$ cat src/rtl/fetch_unit.sv
// Instruction fetch stage: a single-outstanding-request memory FSM feeding a small
// prefetch queue, drained into a registered pc/instruction/valid output stage.
module fetch_unit #(
  parameter logic [31:0] RESET_PC    = 32'h0000_0000,
  parameter int          QUEUE_DEPTH = 2
) (
  input  logic        clk,
  input  logic        rst,
  input  logic        freeze,
  input  logic        branch_taken,
  input  logic [31:0] branch_addr,
  output logic        imem_req,
  output logic [31:0] imem_addr,
  input  logic        imem_ready,
  input  logic [31:0] imem_rdata,
  output logic [31:0] pc,
  output logic [31:0] instruction,
  output logic        valid
);

  typedef enum logic [1:0] {IDLE, REQ, DISCARD} state_t;

  localparam logic [2:0] DEPTH    = 3'(QUEUE_DEPTH);
  localparam logic [1:0] PTR_LAST = 2'(QUEUE_DEPTH - 1);

  state_t      state_q, state_d;
  logic [31:0] fetch_addr_q, fetch_addr_d;
  logic [31:0] inflight_q, inflight_d;
  logic [1:0]  wr_ptr_q, rd_ptr_q;
  logic [2:0]  count_q, count_d;
  logic        imem_req_q;
  logic [31:0] imem_addr_q;
  logic [31:0] pc_q, instr_q;
  logic        valid_q;

  // Storage sized for the largest legal depth so pointers index it without width games.
  logic [31:0] q_pc    [4];
  logic [31:0] q_instr [4];

  logic       pop, push, space, space_after_push;
  logic [2:0] count_after_pop;

  function automatic logic [1:0] ptr_inc(input logic [1:0] p);
    return (p == PTR_LAST) ? 2'd0 : p + 2'd1;
  endfunction

  assign pop              = !branch_taken && !freeze && (count_q != 3'd0);
  assign push             = (state_q == REQ) && imem_ready && !branch_taken;
  assign count_after_pop  = count_q - {2'b00, pop};
  assign space            = count_after_pop < DEPTH;
  assign space_after_push = (count_after_pop + 3'd1) < DEPTH;

  always_comb begin
    state_d      = state_q;
    fetch_addr_d = fetch_addr_q;
    inflight_d   = inflight_q;
    if (branch_taken) fetch_addr_d = branch_addr;
    case (state_q)
      IDLE: if (space && !branch_taken) state_d = REQ;
      REQ: begin
        if (imem_ready) begin
          if (branch_taken) begin
            state_d = IDLE;
          end else begin
            fetch_addr_d = fetch_addr_q + 32'd4;
            state_d      = space_after_push ? REQ : IDLE;
          end
        end else if (branch_taken) begin
          // The old request is still on the bus; keep its address until it completes.
          state_d    = DISCARD;
          inflight_d = fetch_addr_q;
        end
      end
      DISCARD: if (imem_ready) state_d = IDLE;
      default: state_d = IDLE;
    endcase
  end

  always_comb begin
    count_d = count_q;
    if (branch_taken) count_d = 3'd0;
    else              count_d = count_q + {2'b00, push} - {2'b00, pop};
  end

  always_ff @(posedge clk) begin
    if (push) begin
      q_pc[wr_ptr_q]    <= fetch_addr_q + 32'd4;
      q_instr[wr_ptr_q] <= imem_rdata;
    end
  end

  always_ff @(posedge clk or negedge rst) begin
    if (!rst) begin
      state_q      <= IDLE;
      fetch_addr_q <= RESET_PC;
      inflight_q   <= RESET_PC;
      wr_ptr_q     <= 2'd0;
      rd_ptr_q     <= 2'd0;
      count_q      <= 3'd0;
      imem_req_q   <= 1'b0;
      imem_addr_q  <= RESET_PC;
      pc_q         <= 32'h0;
      instr_q      <= 32'h0;
      valid_q      <= 1'b0;
    end else begin
      state_q      <= state_d;
      fetch_addr_q <= fetch_addr_d;
      inflight_q   <= inflight_d;
      count_q      <= count_d;
      imem_req_q   <= (state_d != IDLE);
      imem_addr_q  <= (state_d == DISCARD) ? inflight_d : fetch_addr_d;
      if (branch_taken) begin
        wr_ptr_q <= 2'd0;
        rd_ptr_q <= 2'd0;
      end else begin
        if (push) wr_ptr_q <= ptr_inc(wr_ptr_q);
        if (pop)  rd_ptr_q <= ptr_inc(rd_ptr_q);
      end
      if (branch_taken || (!freeze && count_q == 3'd0)) begin
        pc_q    <= 32'h0;
        instr_q <= 32'h0;
        valid_q <= 1'b0;
      end else if (pop) begin
        pc_q    <= q_pc[rd_ptr_q];
        instr_q <= q_instr[rd_ptr_q];
        valid_q <= 1'b1;
      end
    end
  end

  assign imem_req    = imem_req_q;
  assign imem_addr   = imem_addr_q;
  assign pc          = pc_q;
  assign instruction = instr_q;
  assign valid       = valid_q;

endmodule

$ cat config.mk
export PLATFORM = sky130hd
export DESIGN_NAME = fetch_unit
export DESIGN_NICKNAME = d
export VERILOG_FILES = /design/src/rtl/fetch_unit.sv
export SDC_FILE = /design/constraint.sdc
export NUM_CORES = 1
export LEC_CHECK = 0
export ABC_AREA = 1
export CAP_MARGIN = 20
export CELL_PAD_IN_SITES_DETAIL_PLACEMENT = 1
export CELL_PAD_IN_SITES_GLOBAL_PLACEMENT = 2
export CORE_ASPECT_RATIO = 2
export CORE_UTILIZATION = 38
export DETAILED_ROUTE_END_ITERATION = 8
export PLACE_DENSITY = 0.85
export SYNTH_ARGS = -nofsm -noshare
export SYNTH_HDL_FRONTEND = slang
export SYNTH_SLANG_ARGS = --single-unit
$ cat constraint.sdc
create_clock -name clk -period 7.75 [get_ports clk]
set_input_delay 1.55 -clock clk [delete_from_list [all_inputs] [get_ports clk]]
set_output_delay 1.55 -clock clk [all_outputs]
set_load 0.02 [all_outputs]
# Word-level counts from Yosys, hierarchy flattened
# Memory sizes are Yosys's and may differ from the RTL's.
# Index checks and enable logic that the tools add are counted.
word_totals:
  latch_bits: 0
  output_inout_bits: 98
  n_memories: 2
  ram_bits: 256
  wordCells: 73
  rom_bits: 0
  input_bits: 69
  ff_bits: 171
op_classes:
  n_mul: 0
  magnitude_cmp: 2
  n_bitwise: 0
  n_reduce_logical: 16
  eq_ne: 5
  n_addsub: 7
  n_shift: 0
  n_div: 0
  n_mux: 30
mem_list:
  columns: ["memory", "words", "width", "rd", "rd_ports_with_merged_regs", "write_ports", "line_no", "rtl"]
  rows:
  - ["q_instr", 4, 32, 1, 0, 1, "38", "logic [31:0] q_instr [4];"]
  - ["q_pc", 4, 32, 1, 0, 1, "37", "logic [31:0] q_pc [4];"]
ops:
  columns: ["op", "n"]
  rows:
  - ["32-bit 2-to-1 mux", 12]
  - ["32-bit by 3-bit adder with 32-bit output (second input constant)", 1]
  - ["2-bit 2-to-1 mux", 10]
  - ["2-bit nonzero test", 4]
  - ["2-bit by 1-bit == test with 1-bit output (second input constant)", 3]
  - ["1-bit logical AND", 6]
  - ["3-bit by 2-bit less-than comparator with 1-bit output (second input constant)", 2]
  - ["1-bit 2-to-1 mux", 6]
  - ["2-bit case mux with 3 select lines", 1]
  - ["3-bit by 1-bit subtractor with 3-bit output", 2]
  - ["2-bit by 1-bit adder with 2-bit output (second input constant)", 2]
  - ["2-bit == test (second input constant)", 2]
  - ["3-bit by 1-bit adder with 3-bit output", 1]
  - ["3-bit by 1-bit adder with 3-bit output (second input constant)", 1]
  - ["3-bit logical NOT", 1]
  - ["3-bit 2-to-1 mux", 1]
  - ["3-bit nonzero test", 1]
  - ["1-bit logical NOT", 2]
  - ["2-bit logical NOT", 1]
  - ["1-bit logical OR", 1]

# Logic depth before layout (Yosys ltp)
# Gate-level depths: netlist (run 1).
logic_depth:
  depth_word: 12
  mapped_depth: 16

# Worst setup path after synthesis (run 1)
# No wires, ideal clock.
synth_timing:
  path_kind: "input-to-reg"
  startpoint: "input port imem_ready"
  endpoint: "memory q_instr[1][0], enable pin"
  t_required_ps: 7185
  setup_slack_ps: 930
  path_stages: 4
  arrival_ps: 6255
  path_buffers: 0
  path_cell_list: "inv_2 nor2_4 nand2_2 nor3_1"
synth_via:
  elab_chain_len: 4
synth_rtl:
  columns: ["item", "line_no", "rtl"]
  rows:
  - ["start: declaration", "14", "input logic imem_ready,"]
  - ["1-bit logical AND (2 in series)", "48", "assign push = (state_q == REQ) && imem_ready && !branch_taken;"]
  - ["1-bit 2-to-1 mux", "86", "if (push) begin"]
  - ["1-bit 2-to-1 mux (implied by the code)", "88", "q_instr[wr_ptr_q] <= imem_rdata;"]
  - ["end: declaration", "38", null]
# No other way between the ends.

# Final worst setup path (run 1)
layout_timing:
  startpoint: "input port imem_ready"
  endpoint: "memory q_instr[2][5], enable pin"
# Same word-level chain as after synthesis.

==> impl_metrics.env, run 1 <==
export IMPL_clkTransAtPathRegs_ns=0.06
export IMPL_worst_endpoint_required_ns=7.92
export IMPL_synthAdderAreaFrac_pct=0.411
export IMPL_core_mm2=0.0442
export IMPL_post_drt_via_cell_ratio=5.33
export IMPL_antenna_found_initial=0
export IMPL_grt_pass1_wl_um=72600
export IMPL_final_cell_mix="nand2_1 (265), edfxtp_1 (256), o21ai_0 (186)"
export IMPL_ir_worst_vdd_uv=141
export IMPL_synth_top_family_by_area="compound AO/OA/AOI/OAI gates"
export IMPL_synthSimpleGateAreaFrac_pct=12.2
export IMPL_finalNetCount=1682
export IMPL_clockRootBuffer="clkbuf_16"
export IMPL_slew_viol_final=0
export IMPL_drc_errors=0
export IMPL_netlist_cell_type_count=38
export IMPL_n_fill_cell=4717
export IMPL_track_usage_pct=21.2
export IMPL_num_rows=109
export IMPL_final_layout_size_suffix_gt1_share_pct=7.20
export IMPL_power_density_mw_per_mm2=313
export IMPL_syn_avg_cell_area_um2=11.6
export IMPL_rsz0062_at_grt="false"
export IMPL_min_period_ns=4.56
export IMPL_cts_setup_buffers=0
export IMPL_fin_cells=2193
export IMPL_syn_inst=1464
export IMPL_htreeDepth=2
export IMPL_ys_flop_type="edfxtp_1"
export IMPL_clock_path_buffers=3
export IMPL_antennaDiodeCount=0
export IMPL_hp_class="reg2reg"
export IMPL_p_leak_nw=7.97
export IMPL_crit_arrival_ns=4.74
export IMPL_r2r_slack_ns=4.45
export IMPL_gp_congestion=0.862
export IMPL_drtIter0Drc=451
export IMPL_slowest_delay_ns=0.84
export IMPL_synth_edf_count=256
export IMPL_yosysSeqAreaShare_pct=70.3
export IMPL_dieArea_mm2=0.0457
export IMPL_cp_max_fo=33
export IMPL_start_util_pct=38.5
export IMPL_async_flop_share_pct=40.0
export IMPL_setup_viol=0
export IMPL_placedCellCount=2123
export IMPL_crit_path_start_kind="input pin"
export IMPL_dieWidth_um=152
export IMPL_cts_buffers=38
export IMPL_grt_overflow=0
export IMPL_synth_xor_area_share_pct=0.823
export IMPL_grt_start_max_net_pins=105
export IMPL_grt_pass1_vias=13000
export IMPL_max_freq_mhz=219
export IMPL_ys_seq_elements=427
export IMPL_num_io_pins=167
export IMPL_syn_nets=1538
export IMPL_tightest_slew_ns=1.06
export IMPL_die_height_um=301
export IMPL_crit_path_end_kind="flop"
export IMPL_finalHoldViolations=0
export IMPL_drv_cap=0
export IMPL_drtAntennaViolNets=0
export IMPL_synth_compound_area_share_pct=12.5
export IMPL_routed_wl_um=47100
export IMPL_path_cells="clkdlybuf4s50_1, inv_2, nor2_4, nand2_2, inv_2, nand2_1, nor2_4, buf_4"
export IMPL_max_slew_margin_pct=29.3
export IMPL_status="completed"
export IMPL_wire_per_inst_um=21.5
export IMPL_setup_tns_final_ns=0
export IMPL_post_cts_resized=0
export IMPL_io_buffers=166
export IMPL_cpMaxStageDelayCell="nor2_4"
export IMPL_timing_final_crit_share_pct=58.9
export IMPL_synthMuxAreaShare_pct=0
export IMPL_area_delta_synth_final_pct=20.0
export IMPL_dp_hpwl_um=30600
export IMPL_vias=11700
export IMPL_yosys_warnings=0
export IMPL_dr_pass1_iters=4
export IMPL_crit_type="in2reg"
export IMPL_skew_ns=0.0136
export IMPL_syn_area_mm2=0.0170
export IMPL_cts_hold_buf=0
export IMPL_clock_sink_count=427
export IMPL_cts_tree="built"
export IMPL_layout_commonest_cell="nand2_1"
export IMPL_clk_latency_ns=0.54
power by group:
part           internal (mW)  switching (mW)  total (mW)
clock                   1.04           0.824        1.87
combinational          0.587           0.982        1.57
sequential              2.77           0.192        2.97
total                   4.40            2.00        6.40
final timing paths:
kind | startpoint | depth (start not counted) | end
setup / recovery | imem_ready | 8 | q_instr[2][5]
hold / removal | inflight_q[17] | 2 | inflight_q[17]
setup reg to reg | state_q[1] | 6 | q_instr[2][5]
hold reg to reg | inflight_q[17] | 2 | inflight_q[17]
max in group asynchronous | rst | 2 | rd_ptr_q[0]
min in group asynchronous | rst | 1 | instruction[1]
layout make-up:
| class | instances | area [um^2] | area share [%] |
|---|---|---|---|
| well taps | 555 | 694 | 3.40 |
| repair buffers | 180 | 1770 | 8.64 |
| flip-flops and latches | 427 | 12000 | 58.6 |
| multi-input cells | 877 | 4460 | 21.8 |
| inverters | 84 | 318 | 1.56 |
| clock inverters | 15 | 105 | 0.514 |
| clock buffers | 55 | 1120 | 5.47 |
registers in the layout, indices dropped and copies added, names as in the netlist:
register      flops
state_q           2
imem_req          1
count_q           3
rd_ptr_q          2
q_instr         128
instruction      32
imem_addr        32
fetch_addr_q     32
q_pc            128
pc               32
inflight_q       32
valid             1
wr_ptr_q          2
Yosys cell counts, types with 2 or more instances:
library cell	count	area, um^2
and2_1	3	18.8
nor2_1	184	691
o211ai_1	5	37.5
nor2_4	8	90.1
o21bai_1	4	30.0
buf_2	24	120
edfxtp_1	256	7690
a21boi_1	2	15.0
nor3_1	2	10.0
nand2_1	265	995
o22ai_1	66	413
ha_1	4	50.1
inv_1	77	289
a21oi_1	4	20.0
dfrtp_1	171	4280
xor2_1	15	131
a31oi_1	2	12.5
a211oi_1	6	45.0
a21boi_0	4	30.0
nand3_2	2	20.0
inv_2	7	26.3
buf_4	5	37.5
nor2_2	3	18.8
buf_1	3	11.3
a22o_1	64	561
nand3_1	22	110
o21ai_0	186	931
clkbuf_1	44	165
nand2_2	5	31.3
or2_2	13	81.3
metal layers:
metal	GRT usage, %	wire [um]	part of all wire, %	vias to the layer above
li1	-	-	-	5367
met1	23.1	17500	37	5969
met2	39.8	25900	55	259
met3	2.19	1580	3.3	102
met4	10.6	2200	4.7	0
met5	0	0	0	-
through the flow:
| stage | utilization [%] | power, mW | cell area [um^2] | setup slack (ns) | hold slack, ns |
|---|---|---|---|---|---|
| 6_report | 46.2 | 6.40 | 20400 | 3.19 | 0.488 |
| 3_3_place_gp | 43.5 | 4.54 | 19200 | 2.64 | 0.458 |
| 2_1_floorplan | - | 3.89 | 17000 | 0.930 | 0.445 |
| 4_1_cts | 46.2 | 6.49 | 20400 | 3.09 | 0.493 |
| 3_5_place_dp | 43.5 | 4.60 | 19200 | 2.53 | 0.480 |
| 5_1_grt | 46.2 | 6.73 | 20400 | 2.94 | 0.521 |
critical path, delay by kind of cell:
| family | cells | cell delay [ns] |
|---|---|---|
| and+or+nand+nor | 4 | 1.52 |
| buffers and inverters | 4 | 1.62 |
cells by family (layout without fill, tap and decap cells):
kind of cell    count (synthesis)  count (layout)
flops                         427             427
simple gates                  509             509
xor+xnor                       16              16
compound gates                347             347
fa+ha+maj                       5               5
buf+inv                       160             334
Power figures use the tool's default switching activity.
==> run 2: changes to the inputs <==
- CORE_UTILIZATION: 38 -> 35
- PLACE_DENSITY: 0.85 -> 0.82
- clock period: 7.75 -> 3.7 ns (I/O delays scaled with it)
==> impl_metrics.env, run 2 (same netlist as run 1, synthesis figures left out) <==
export IMPL_io_buffers=166
export IMPL_cts_setup_buffers=0
export IMPL_ff2ff_path_depth=14
export IMPL_final_core_util_pct=43.1
export IMPL_drtIter0Drc=543
export IMPL_cts_buffers=41
export IMPL_status="completed"
export IMPL_ir_worst_vdd_uv=334
export IMPL_finalNetCount=1689
export IMPL_area_delta_synth_final_pct=21.9
export IMPL_cts_hold_buf=0
export IMPL_final_cell_mix="nand2_1 (265), edfxtp_1 (256), o21ai_0 (186)"
export IMPL_cts_tree="built"
export IMPL_hp_class="in2async"
export IMPL_worstReg2RegEnd="imem_req"
export IMPL_layout_commonest_cell="nand2_1"
export IMPL_timing_final_crit_share_pct=67.6
export IMPL_grt_pass1_wl_um=71900
export IMPL_crit_arrival_ns=2.69
export IMPL_tightest_slew_ns=1.04
export IMPL_track_usage_pct=19.4
export IMPL_min_period_ns=2.50
export IMPL_core_mm2=0.0482
export IMPL_worst_slack_ns=1.20
export IMPL_grt_start_max_net_pins=88
export IMPL_skew_ns=0.0185
export IMPL_placedCellCount=2210
export IMPL_p_leak_nw=8.07
export IMPL_slew_viol_final=0
export IMPL_dp_hpwl_um=31100
export IMPL_max_slew_margin_pct=30.8
export IMPL_dieArea_mm2=0.0496
export IMPL_cp_max_fo=64
export IMPL_antenna_found_initial=0
export IMPL_grt_pass1_vias=12700
export IMPL_fin_cells=2285
export IMPL_final_layout_size_suffix_gt1_share_pct=7.65
export IMPL_top_regs="q_instr (128), q_pc (128)"
export IMPL_crit_path_start_kind="input pin"
export IMPL_gp_congestion=0.854
export IMPL_rsz0062_at_grt="false"
export IMPL_finalHoldViolations=0
export IMPL_grt_overflow=0
export IMPL_num_rows=114
export IMPL_clock_path_buffers=3
export IMPL_power_density_mw_per_mm2=662
export IMPL_clock_sink_count=427
export IMPL_htreeDepth=2
export IMPL_holdWs_ns=0.0967
export IMPL_r2r_slack_ns=1.22
export IMPL_crit_path_end_kind="flop"
export IMPL_dieWidth_um=158
export IMPL_drtAntennaViolNets=0
export IMPL_clockRootBuffer="clkbuf_16"
export IMPL_drv_cap=0
export IMPL_wire_per_inst_um=20.5
export IMPL_dr_pass1_iters=4
export IMPL_start_util_pct=35.3
export IMPL_vias=11600
export IMPL_clk_latency_ns=0.55
export IMPL_clkTransAtPathRegs_ns=0.06
export IMPL_setup_viol=0
export IMPL_worst_endpoint_required_ns=3.88
export IMPL_drc_errors=0
export IMPL_pre_cts_slack_ns=0.627
export IMPL_num_io_pins=167
export IMPL_post_drt_via_cell_ratio=5.07
export IMPL_die_height_um=314
export IMPL_max_freq_mhz=400
export IMPL_routed_wl_um=46900
export IMPL_crit_type="in2reg"
export IMPL_antennaDiodeCount=0
export IMPL_post_cts_resized=0
export IMPL_setup_tns_final_ns=0
export IMPL_r2r_start="count_q[1]"
## run 2: final cells by class
cell class | count | area, um^2
timing repair buffer | 184 | 1870
fill | 5257 | 27500
sequential | 427 | 12000
inverter | 84 | 318
multi-input combinational | 877 | 4470
tap | 638 | 798
clock buffer | 58 | 1130
clock inverter | 17 | 196
## run 2: worst max-delay path by stage
stage	startpoint	end	slack, ns	cells past startpoint
floorplan	imem_ready	q_instr[0][0]	-0.96	7
global placement	imem_ready	q_instr[0][3]	0.72	8
global route	count_q[1]	imem_req	1.04	14
finish	imem_ready	q_pc[2][22]	1.20	8
CTS	imem_ready	q_pc[0][9]	1.20	8
detailed placement	imem_ready	q_instr[2][5]	0.63	8
## run 2: routing by layer
| metal | share of wire, % | up-vias | track usage (%) |
|---|---|---|---|
| met5 | 0 | - | 0 |
| met4 | 4.9 | 0 | 9.83 |
| met3 | 3.5 | 99 | 2.16 |
| met2 | 54 | 256 | 36.2 |
| met1 | 38 | 5830 | 21.3 |
| li1 | - | 5393 | - |
## run 2: metrics by stage
stage,instance area [um^2],power (mW)
after floorplan,17000,8.16
after global placement,19400,9.55
after detailed placement,19400,9.69
after CTS,20800,13.9
after global routing,20800,14.4
final,20800,13.7
## run 2: report_power, final
group	switching (mW)	internal [mW]	total [mW]
Combinational	2.06	1.25	3.31
Clock	1.77	2.42	4.19
Sequential	0.427	5.81	6.24
## run 2: critical path: stages
cell and delay [ns]:
clkdlybuf4s50_1 0.52, inv_2 0.14, nor2_4 0.20, nand2_2 0.24, inv_2 0.12, nand2_1 0.16, nor2_4 0.15, buf_12 0.36
==> run 3: changes to the inputs <==
- clock period: 3.7 -> 2 ns (I/O delays scaled with it)
==> impl_metrics.env, run 3 (same netlist as run 1, synthesis figures left out) <==
export IMPL_status="completed"
export IMPL_min_period_ns=1.96
export IMPL_grt_pass1_wl_um=75500
export IMPL_clock_sink_count=427
export IMPL_placed_area_mm2=0.0203
export IMPL_holdWs_ns=0.310
export IMPL_start_util_pct=35.3
export IMPL_antenna_found_initial=0
export IMPL_crit_type="reg2reg"
export IMPL_clock_path_buffers=3
export IMPL_area_delta_synth_final_pct=27.9
export IMPL_htreeDepth=2
export IMPL_power_density_mw_per_mm2=1200
export IMPL_drtIter0Drc=588
export IMPL_final_cell_area_mm2=0.0218
export IMPL_die_height_um=314
export IMPL_clkTransAtPathRegs_ns=0.07
export IMPL_max_slew_margin_pct=41.9
export IMPL_setup_tns_final_ns=0
export IMPL_grt_pass1_vias=13000
export IMPL_dp_hpwl_um=33800
export IMPL_seq_area_mm2=0.0120
export IMPL_clockRootBuffer="clkbuf_16"
export IMPL_final_cell_mix="nand2_1 (260), edfxtp_1 (256), o21ai_0 (182)"
export IMPL_dr_pass1_iters=6
export IMPL_max_freq_mhz=510
export IMPL_setup_viol=0
export IMPL_top_regs="q_instr (128), q_pc (128)"
export IMPL_cp_top_family="adder cells"
export IMPL_cpMaxStageDelayCell="fa_2"
export IMPL_core_mm2=0.0482
export IMPL_post_drt_via_cell_ratio=4.99
export IMPL_rsz0062_at_grt="true"
export IMPL_skew_ns=0.0124
export IMPL_clk_latency_ns=0.55
export IMPL_cp_buffers_inverters=4
export IMPL_hp_class="in2reg"
export IMPL_tightest_slew_ns=0.872
export IMPL_power_mw=26.2
export IMPL_n_fill_cell=5243
export IMPL_vias=11800
export IMPL_finalNetCount=1775
export IMPL_timing_final_crit_share_pct=98.0
export IMPL_gp_congestion=0.821
export IMPL_r2r_start="count_q[1]"
export IMPL_crit_path_end_kind="flop"
export IMPL_slowest_delay_ns=0.43
export IMPL_drv_cap=0
export IMPL_antennaDiodeCount=0
export IMPL_ir_worst_vdd_uv=501
export IMPL_finalHoldViolations=0
export IMPL_path_cells="inv_2, nand2_4, o31ai_4, nor2_4, buf_6, inv_4, nand2_4, o21ai_2, ha_2, fa_2, inv_2, nor2_1"
export IMPL_routed_wl_um=49100
export IMPL_wire_per_inst_um=20.7
export IMPL_drc_errors=0
export IMPL_critPathLaunch="count_q[1]"
export IMPL_drtAntennaViolNets=0
export IMPL_dieWidth_um=158
export IMPL_crit_arrival_ns=2.39
export IMPL_cts_buffers=40
export IMPL_dieArea_mm2=0.0496
export IMPL_final_layout_size_suffix_gt1_share_pct=13.7
export IMPL_io_buffers=166
export IMPL_layout_commonest_cell="nand2_1"
export IMPL_cts_tree="built"
export IMPL_num_rows=114
export IMPL_multiInputGateArea_mm2=0.00460
export IMPL_num_io_pins=167
export IMPL_p_leak_nw=8.69
export IMPL_worst_endpoint_required_ns=2.43
export IMPL_crit_path_start_kind="flop"
export IMPL_cp_max_fo=3
export IMPL_track_usage_pct=20.4
export IMPL_worst_slack_ns=0.0409
export IMPL_grt_overflow=0
export IMPL_hold_path_startpoint="branch_taken"
export IMPL_grt_start_max_net_pins=78
export IMPL_slew_viol_final=0
export IMPL_pre_cts_slack_ns=-0.446
[run 3: area by class of cell]
| cell class | count | share of cell area [%] |
|---|---|---|
| well taps | 638 | 3.66 |
| clock inverters | 15 | 0.855 |
| repair buffers | 271 | 12.7 |
| inverters | 84 | 1.53 |
| flip-flops and latches | 427 | 54.9 |
| clock buffers | 58 | 5.24 |
| multi-input cells | 877 | 21.1 |
[run 3: final timing paths]
path / to / slack (ns) / cells after the start
min in group asynchronous: instruction[1] / 0.37 / 2
hold / removal: count_q[0] / 0.31 / 3
hold reg to reg: inflight_q[17] / 0.48 / 2
setup reg to reg: count_q[1] / 0.04 / 12
setup / recovery: count_q[1] / 0.04 / 12
max in group asynchronous: imem_addr[0] / 0.89 / 3
[run 3: what timing repair did]
item                       in CTS  in global routing
hold endpoints to repair       44                  0
gates resized for setup        17                 29
setup buffers                   4                  5
hold buffers                    1                  0
pin swaps                       7                  5
setup endpoints to repair      13                 25
[run 3: worst register-to-register path, stage by stage (launching register included)]
cell     delay, ns
dfrtp_1       0.40
inv_2         0.08
nand2_4       0.06
o31ai_4       0.20
nor2_4        0.07
buf_6         0.12
inv_4         0.05
nand2_4       0.04
o21ai_2       0.12
ha_2          0.18
fa_2          0.43
inv_2         0.05
nor2_1        0.03
[run 3: stage by stage]
step	util [%]	instances
2_1_floorplan	-	1464
3_3_place_gp	42.0	2287
3_5_place_dp	42.0	2287
4_1_cts	44.9	2365
5_1_grt	45.2	2370
6_report	45.2	2370
[run 3: report_power, final]
part | switching [mW] | internal [mW] | total (mW)
combinational | 4.10 | 2.81 | 6.90
sequential | 0.729 | 10.8 | 11.5
clock | 3.28 | 4.50 | 7.77
[run 3: metal layers]
layer	global-route usage (%)	share of wire (%)
met1	22.2	37
met2	39.2	56
met3	2.26	2.8
met4	8.33	3.7
met5	0	0
